--- config.mk ---
export PLATFORM = sky130hd
export DESIGN_NAME = rst_sequencer
export DESIGN_NICKNAME = d
export VERILOG_FILES = /design/src/rtl/rst_seq_pkg.sv /design/src/rtl/rst_seq_cnt.sv /design/src/rtl/rst_sequencer.sv
export SDC_FILE = /design/constraint.sdc
export NUM_CORES = 1
export LEC_CHECK = 0
export ABC_CLOCK_PERIOD_IN_PS = 2100
export CAP_MARGIN = 10
export CORE_MARGIN = 2
export CORE_UTILIZATION = 45
export CTS_CLUSTER_SIZE = 14
export DETAILED_ROUTE_END_ITERATION = 16
export PLACE_DENSITY = 0.76
export SLEW_MARGIN = 5
export SYNTH_ARGS = -nofsm -noshare
export SYNTH_HDL_FRONTEND = slang
export SYNTH_SLANG_ARGS = --single-unit
--- constraint.sdc ---
create_clock -name pclk -period 2.1 [get_ports pclk]
set_clock_uncertainty 0.05 [all_clocks]
set_input_delay 0.42 -clock pclk [delete_from_list [all_inputs] [get_ports pclk]]
set_output_delay 0.42 -clock pclk [all_outputs]
set_load 0.02 [all_outputs]
--- src/rtl/rst_seq_pkg.sv ---
// Shared types and codes for the reset sequencer: FSM states and reset-cause encodings.
package rst_seq_pkg;

    typedef enum logic [1:0] {
        HOLD     = 2'b00,
        REL_CORE = 2'b01,
        RUN      = 2'b10
    } state_t;

    localparam logic [1:0] CAUSE_POR = 2'b00;
    localparam logic [1:0] CAUSE_EXT = 2'b01;
    localparam logic [1:0] CAUSE_SW  = 2'b10;

endpackage

--- src/rtl/rst_seq_cnt.sv ---
// Cycle counter with synchronous clear, enable and a terminal-count compare.
module rst_seq_cnt #(
    parameter int CNT_W = 8
) (
    input  logic             clk,
    input  logic             rst,
    input  logic             clr,
    input  logic             en,
    input  logic [CNT_W-1:0] term,
    output logic [CNT_W-1:0] cnt,
    output logic             tc
);

    logic [CNT_W-1:0] cnt_r;

    // Count register: reset and clear dominate enable.
    always_ff @(posedge clk) begin
        if (rst || clr) begin
            cnt_r <= {CNT_W{1'b0}};
        end else if (en) begin
            cnt_r <= cnt_r + {{(CNT_W-1){1'b0}}, 1'b1};
        end else begin
            cnt_r <= cnt_r;
        end
    end

    assign cnt = cnt_r;
    assign tc  = (cnt_r == term);

endmodule

--- src/rtl/rst_sequencer.sv ---
// Reset sequencer: holds rst_core after the last reset source, then releases
// rst_periph a fixed stagger later; all outputs come straight from flops.
module rst_sequencer
    import rst_seq_pkg::*;
#(
    parameter int HOLD_CYCLES    = 16,
    parameter int STAGGER_CYCLES = 4,
    parameter int CNT_W          = 8
) (
    input  logic       pclk,
    input  logic       preset,
    input  logic       rst_req,
    input  logic       sw_rst_req,
    output logic       sw_rst_ack,
    output logic       rst_core,
    output logic       rst_periph,
    output logic       rst_done,
    output logic [1:0] rst_cause
);

    if (HOLD_CYCLES < 1 || HOLD_CYCLES > 2**CNT_W) begin : g_bad_hold
        $error("rst_sequencer: HOLD_CYCLES out of range 1..2**CNT_W");
    end
    if (STAGGER_CYCLES < 1 || STAGGER_CYCLES > 2**CNT_W) begin : g_bad_stagger
        $error("rst_sequencer: STAGGER_CYCLES out of range 1..2**CNT_W");
    end

    localparam logic [CNT_W-1:0] HOLD_TERM = CNT_W'(HOLD_CYCLES - 1);
    localparam logic [CNT_W-1:0] STAG_TERM = CNT_W'(STAGGER_CYCLES - 1);

    state_t           state_r;
    state_t           next_state_s;
    logic             cnt_clr_s;
    logic             cnt_en_s;
    logic [CNT_W-1:0] term_s;
    logic [CNT_W-1:0] cnt_s;
    logic             tc_s;

    rst_seq_cnt #(.CNT_W(CNT_W)) u_cnt (
        .clk  (pclk),
        .rst  (preset),
        .clr  (cnt_clr_s),
        .en   (cnt_en_s),
        .term (term_s),
        .cnt  (cnt_s),
        .tc   (tc_s)
    );

    // Next-state and counter control; any request restarts the sequence from HOLD.
    always_comb begin
        next_state_s = state_r;
        cnt_clr_s    = 1'b0;
        cnt_en_s     = 1'b0;
        term_s       = HOLD_TERM;
        if (rst_req || sw_rst_req) begin
            next_state_s = HOLD;
            cnt_clr_s    = 1'b1;
        end else begin
            case (state_r)
                HOLD: begin
                    term_s = HOLD_TERM;
                    if (tc_s) begin
                        next_state_s = REL_CORE;
                        cnt_clr_s    = 1'b1;
                    end else begin
                        cnt_en_s = 1'b1;
                    end
                end
                REL_CORE: begin
                    term_s = STAG_TERM;
                    if (tc_s) begin
                        next_state_s = RUN;
                        cnt_clr_s    = 1'b1;
                    end else begin
                        cnt_en_s = 1'b1;
                    end
                end
                RUN: begin
                    next_state_s = RUN;
                end
                default: begin
                    next_state_s = HOLD;
                    cnt_clr_s    = 1'b1;
                end
            endcase
        end
    end

    // State and output flops; outputs decode the next state so they track state_r exactly.
    always_ff @(posedge pclk) begin
        if (preset) begin
            state_r    <= HOLD;
            rst_core   <= 1'b1;
            rst_periph <= 1'b1;
            rst_done   <= 1'b0;
            sw_rst_ack <= 1'b0;
            rst_cause  <= CAUSE_POR;
        end else begin
            state_r    <= next_state_s;
            rst_core   <= (next_state_s == HOLD);
            rst_periph <= (next_state_s != RUN);
            rst_done   <= (next_state_s == RUN);
            sw_rst_ack <= sw_rst_req;
            if (rst_req) begin
                rst_cause <= CAUSE_EXT;
            end else if (sw_rst_req) begin
                rst_cause <= CAUSE_SW;
            end else begin
                rst_cause <= rst_cause;
            end
        end
    end

endmodule

# ---- After elaboration in Yosys (flattened, before gate mapping)
# Index checks and enable logic that the tools add are counted.
dict set report word_totals {
  register_bits 16
  inputBits 4
  out_inout_bits 6
  wordCells 35
}
dict set report op_classes {
  add_sub_neg 1
  eq_ne 5
  mux 14
  n_reduce_logical 7
}
# operator count
set op_table {}
lappend op_table {{8-bit by 1-bit adder with 8-bit output, second input constant} 1}
lappend op_table {{8-bit by 4-bit equality test with 1-bit output} 1}
lappend op_table {{4-bit two-way mux} 2}
lappend op_table {{1-bit two-way mux} 7}
lappend op_table {{2-bit two-way mux} 3}
lappend op_table {{2-bit one-hot mux with 3 select lines} 1}
lappend op_table {{2-bit equality test, second input constant} 2}
lappend op_table {{2-bit zero test} 2}
lappend op_table {{2-bit OR reduction} 2}
lappend op_table {{2-bit by 1-bit equality test with 1-bit output, second input constant} 1}
lappend op_table {{1-bit logical OR} 2}
lappend op_table {{2-bit != test, second input constant} 1}
lappend op_table {{1-bit one-hot mux with 2 select lines} 1}
lappend op_table {{2-bit nonzero test} 1}

# ---- Longest topological paths before layout
dict set report depth {
  word_depth 8
  depth_mapped 5
  mapped_depth_nobuf 5
}

# ---- Modules after synthesis
# From an unflattened synthesis, not the netlist that was laid out.
dict set report unflattened {
  hier_cells 83
  hier_area_um2 743.2
}
# mod instances cells_per_inst area_per_inst_um2 seq_area_each_um2
set by_module_without_submodules {}
lappend by_module_without_submodules {rst_seq_cnt 1 50 432.9 160.2}
lappend by_module_without_submodules {rst_sequencer 1 33 310.3 160.2}

# ---- Worst setup path after synthesis
# Ideal clock, no wire load.
dict set report synth_path {
  path_type {reg2reg}
  start {reg u_cnt.cnt_r[4] (netlist: u_cnt.cnt[4])}
  end {reg u_cnt.cnt_r[2] (netlist: u_cnt.cnt[2])}
  arrival_ns 1.412
  required_ns 1.915
  setup_slack_ns 0.503
  stages_incl_launch_ff 5
  path_buffers 0
  path_cell_list {dfxtp_1 -> or4_1 -> or3_1 -> a31oi_1 -> a211oi_1}
}
dict set report synth_via {
  elab_chain_len 5
  word_cells_on_any_way 8
  cone_classes {eq/ne (1); mux (6); reduce/logical (1)}
}
# item line_no
set synth_lines {}
lappend synth_lines {{start: declaration} rst_seq_cnt.sv:14} ;# logic [CNT_W-1:0] cnt_r;
lappend synth_lines {{start signal: assignment} rst_seq_cnt.sv:19} ;# cnt_r <= {CNT_W{1'b0}};
lappend synth_lines {{start signal: assignment} rst_seq_cnt.sv:21} ;# cnt_r <= cnt_r + {{(CNT_W-1){1'b0}}, 1'b1};
lappend synth_lines {{start signal: assignment} rst_seq_cnt.sv:23} ;# cnt_r <= cnt_r;
lappend synth_lines {{8-bit by 4-bit equality test with 1-bit output (*)} rst_seq_cnt.sv:28} ;# assign tc = (cnt_r == term);
lappend synth_lines {{1-bit two-way mux} {rst_sequencer.sv:62, rst_sequencer.sv:71}}
lappend synth_lines {{1-bit one-hot mux with 2 select lines} rst_sequencer.sv:59} ;# case (state_r)
lappend synth_lines {{1-bit two-way mux} rst_sequencer.sv:55} ;# if (rst_req || sw_rst_req) begin
lappend synth_lines {{1-bit logical OR} rst_seq_cnt.sv:18} ;# if (rst || clr) begin
# Mark *: on every way between the ends. The rest lies on a longest branch, timed or not.
# A chain may end at the register's enable or synchronous reset.

# ---- Worst setup path after layout
dict set report layout_path {
  start {in sw_rst_req}
  end {reg u_cnt.cnt_r[3] (netlist: u_cnt.cnt[3])}
}
dict set report layout_via {
  elab_chain_len 7
  word_cells_on_any_way 10
  cone_classes {eq/ne (1); mux (7); reduce/logical (2)}
}
# item line_no
set layout_lines {}
lappend layout_lines {{start: declaration} rst_sequencer.sv:13} ;# input logic sw_rst_req,
lappend layout_lines {{1-bit logical OR (*)} rst_sequencer.sv:55}
lappend layout_lines {{4-bit two-way mux} rst_sequencer.sv:55}
lappend layout_lines {{8-bit by 4-bit equality test with 1-bit output} rst_seq_cnt.sv:28}
lappend layout_lines {{1-bit two-way mux} {rst_sequencer.sv:62, rst_sequencer.sv:71}}
lappend layout_lines {{1-bit one-hot mux with 2 select lines} rst_sequencer.sv:59}
lappend layout_lines {{1-bit two-way mux} rst_sequencer.sv:55}
lappend layout_lines {{1-bit logical OR} rst_seq_cnt.sv:18}
# Marks and branches as above.

==> results.py <==
metrics = {
    "placement": {
        "routabilityCongestion": 0.7427,
        "placed_cells": 118,
        "place_area_um2": 942.2,
        "portBuffers": 9,
        "hpwl_mm": 1.241,
    },
    "worst_setup_path": {
        "cp.required_ns": 2.24,
        "reg2reg_from": "u_cnt.cnt[0]",
        "reg2reg_slack_ns": 0.40,
        "arrival_ns": 2.07,
        "crit_path_end_kind": "register",
        "worstRegToRegCells": 5,
        "start_kind": "primary input",
        "timing.rr.end": "u_cnt.cnt[6]",
        "critical_path.max_fanout": 8,
        "critical_path_class": "in -> reg",
    },
    "die": {
        "start_util_pct": 46.67,
        "rows": 15,
        "die_area_mm2": 0.002081,
        "fp.coreArea_mm2": 0.001670,
        "die_y_um": 45.62,
        "die_w_um": 45.62,
        "io_pins": 10,
    },
    "flow_run": {
        "drv_cap": 0,
    },
    "timing": {
        "finalSetupTns_ns": 0,
        "slew_viol_final": 0,
        "finalHoldViolCount": 0,
        "timing_worst_slew_pin_value_ns": 0.4059,
        "min_period_ns": 1.928,
        "finalSetupViolations": 0,
        "slew_headroom_pct": 72.16,
        "period_share_pct": 91.80,
        "grt_setup_unrepaired": "no",
        "max_freq_mhz": 518.7,
    },
    "cts": {
        "cts-root-buf": "clkbuf_4",
        "cts_max_level": 1,
        "clock-sinks": 16,
        "cts_setup_buffers": 0,
        "cts_buffers": 3,
        "cts_buffer_depth": 2,
        "hold_buffers": 0,
        "postCtsResizedCells": 0,
        "clk_latency_ns": 0.28,
        "cts.clk_slew.worst_paths_ns": 0.09,
        "tritoncts": "done",
    },
    "yosys": {
        "ys_types": 34,
        "synthesis.area_um2": 779.5,
        "yosysWarnings": 0,
        "synth-seq-area-share_pct": 41.09,
        "synth.avg_cell_area_um2": 8.960,
        "ys_ff_latch": 16,
        "netlist_instances": 87,
        "synthesis.nets": 92,
    },
    "route": {
        "wire_per_inst_um": 12.92,
        "first_pass_iters": 4,
        "ant_nets": 0,
        "drt-initial-drc-count": 12,
        "drc": 0,
        "drt_wl_total_mm": 1.576,
        "vias": 685,
        "detail_route.vias_per_cell": 5.615,
    },
    "global_route": {
        "grt_pass1_wl_mm": 2.663,
        "grt_usage_pct": 17.65,
        "antenna_found_initial": 0,
        "grt_max_degree": 11,
        "grt_overflow": 0,
        "first_global_vias": 646,
    },
    "final_layout": {
        "drive_gt1_share_pct": 16.19,
        "area_growth_pct": 25.52,
        "design_area_um2": 978.4,
        "final_cells": 122,
        "antenna_cells": 0,
        "fillers": 147,
        "nets": 111,
    },
    "worst_hold_path": {
        "hold_class": "reg -> reg",
        "worst_hold_path.endpoint": "rst_cause[0]",
        "hold_start": "rst_cause[0]",
        "whs_path_depth": 2,
    },
    "power": {
        "ir_drop_mv": 0.2879,
        "power_density_mw_per_mm2": 565.3,
        "leakage_nw": 0.3315,
    },
    "outcome": {
        "run_status": "finished, final reports clean",
    },
}
-- cells by family after synthesis --
logic type	count (synthesis)	synth area share [%]
xor gates and xnor gates	4	4.495
AOI/OAI and AO/OA	21	20.71
buffers and inverters	8	4.012
and+or+nand+nor	35	25.52
adders and majority gates	1	1.605
muxes	2	2.568
DFF	16	41.09
-- report_power, final --
group	total (mW)	switching [mW]	internal [mW]
combinational	0.0460	0.0221	0.0239
sequential	0.308	0.00168	0.307
clock	0.199	0.0934	0.105
-- cell usage after synthesis --
cell type	instances	share of area (%)
a311oi_1	1	1.1
a31oi_1	2	1.6
buf_2	1	0.64
ha_1	1	1.6
and3_1	1	0.80
o21a_1	3	2.9
a21oi_1	4	2.6
inv_1	4	1.9
nand4_1	1	0.80
nand2_1	2	0.96
o31ai_1	1	0.96
o21ai_1	4	2.6
and2_1	1	0.80
nand3b_1	2	1.9
nand3_1	1	0.64
nor4b_2	1	1.9
o2111ai_1	1	1.1
a211oi_1	1	0.96
nor3_1	4	2.6
nor4_1	3	2.4
or4b_1	1	1.3
or4_1	1	0.96
or3_1	4	3.2
dfxtp_1	16	41
nor2b_1	1	0.80
clkbuf_1	3	1.4
xor2_1	1	1.1
nor2_1	11	5.3
a21boi_1	1	0.96
mux2i_1	2	2.6
o31ai_4	1	2.7
xnor2_1	3	3.4
a211oi_2	2	3.2
or3b_1	1	1.1
-- worst max-delay path by stage --
stage,startpoint,to,depth (start not counted)
3_3_place_gp,sw_rst_req,state_r[0],5
2_1_floorplan,u_cnt.cnt[4],u_cnt.cnt[2],4
4_1_cts,sw_rst_req,u_cnt.cnt[3],5
5_1_grt,rst_req,u_cnt.cnt[3],6
6_report,sw_rst_req,u_cnt.cnt[3],5
3_5_place_dp,sw_rst_req,u_cnt.cnt[3],5
-- worst max-delay path: stages --
cell             delay [ns]
clkdlybuf4s50_1        0.52
nor4b_2                0.32
mux2i_1                0.43
o31ai_4                0.17
a311oi_1               0.22
-- area by class of cell --
cell class | count | area, um2 | area share (%)
clock buffers | 4 | 36.28 | 3.708
repair buffers | 18 | 157.7 | 16.11
inverters | 4 | 15.01 | 1.535
multi-input cells | 63 | 427.9 | 43.73
well taps | 17 | 21.27 | 2.174
flip-flops and latches | 16 | 320.3 | 32.74
-- flip-flops by register name, indices dropped and copies added, names as in the netlist --
signal      cells
rst_cause       2
rst_core        1
rst_done        1
rst_periph      1
state_r         2
sw_rst_ack      1
u_cnt.cnt       8
-- cell usage in the layout, fill, tap and decap left out, types with 2 or more instances in the layout --
cell type        count
nor2_1              11
o21ai_1              4
a31oi_1              2
nand3b_1             2
o21a_1               3
a21oi_1              4
xnor2_1              3
nand2_1              2
mux2i_1              2
nor3_1               4
nor4_1               3
or3_1                4
inv_1                4
clkbuf_4             3
dfxtp_1             16
a211oi_2             2
clkdlybuf4s50_1      9
buf_4                9
-- per-layer routing --
layer | vias to the layer above | wire [um] | part of all wire, % | global-route usage (%)
li1 | 351 | - | - | -
met1 | 320 | 695 | 44 | 20.87
met2 | 12 | 799 | 51 | 30.70
met3 | 2 | 61 | 3.9 | 2.381
met4 | 0 | 21 | 1.3 | 8.824
met5 | - | 0 | 0 | 0
-- metrics by stage --
stage	power [mW]	util (%)	worst slack, ns	hold WS (ns)
after global placement	0.3606	56.40	-0.08347	0.4175
after CTS	0.5613	58.58	0.1620	0.4604
final	0.5531	58.58	0.1722	0.4523
after floorplan	0.3325	-	0.5033	0.4337
after detailed placement	0.3617	56.40	-0.1306	0.4364
after global routing	0.5774	58.58	0.05098	0.4905
Power figures use the tool's default switching activity.
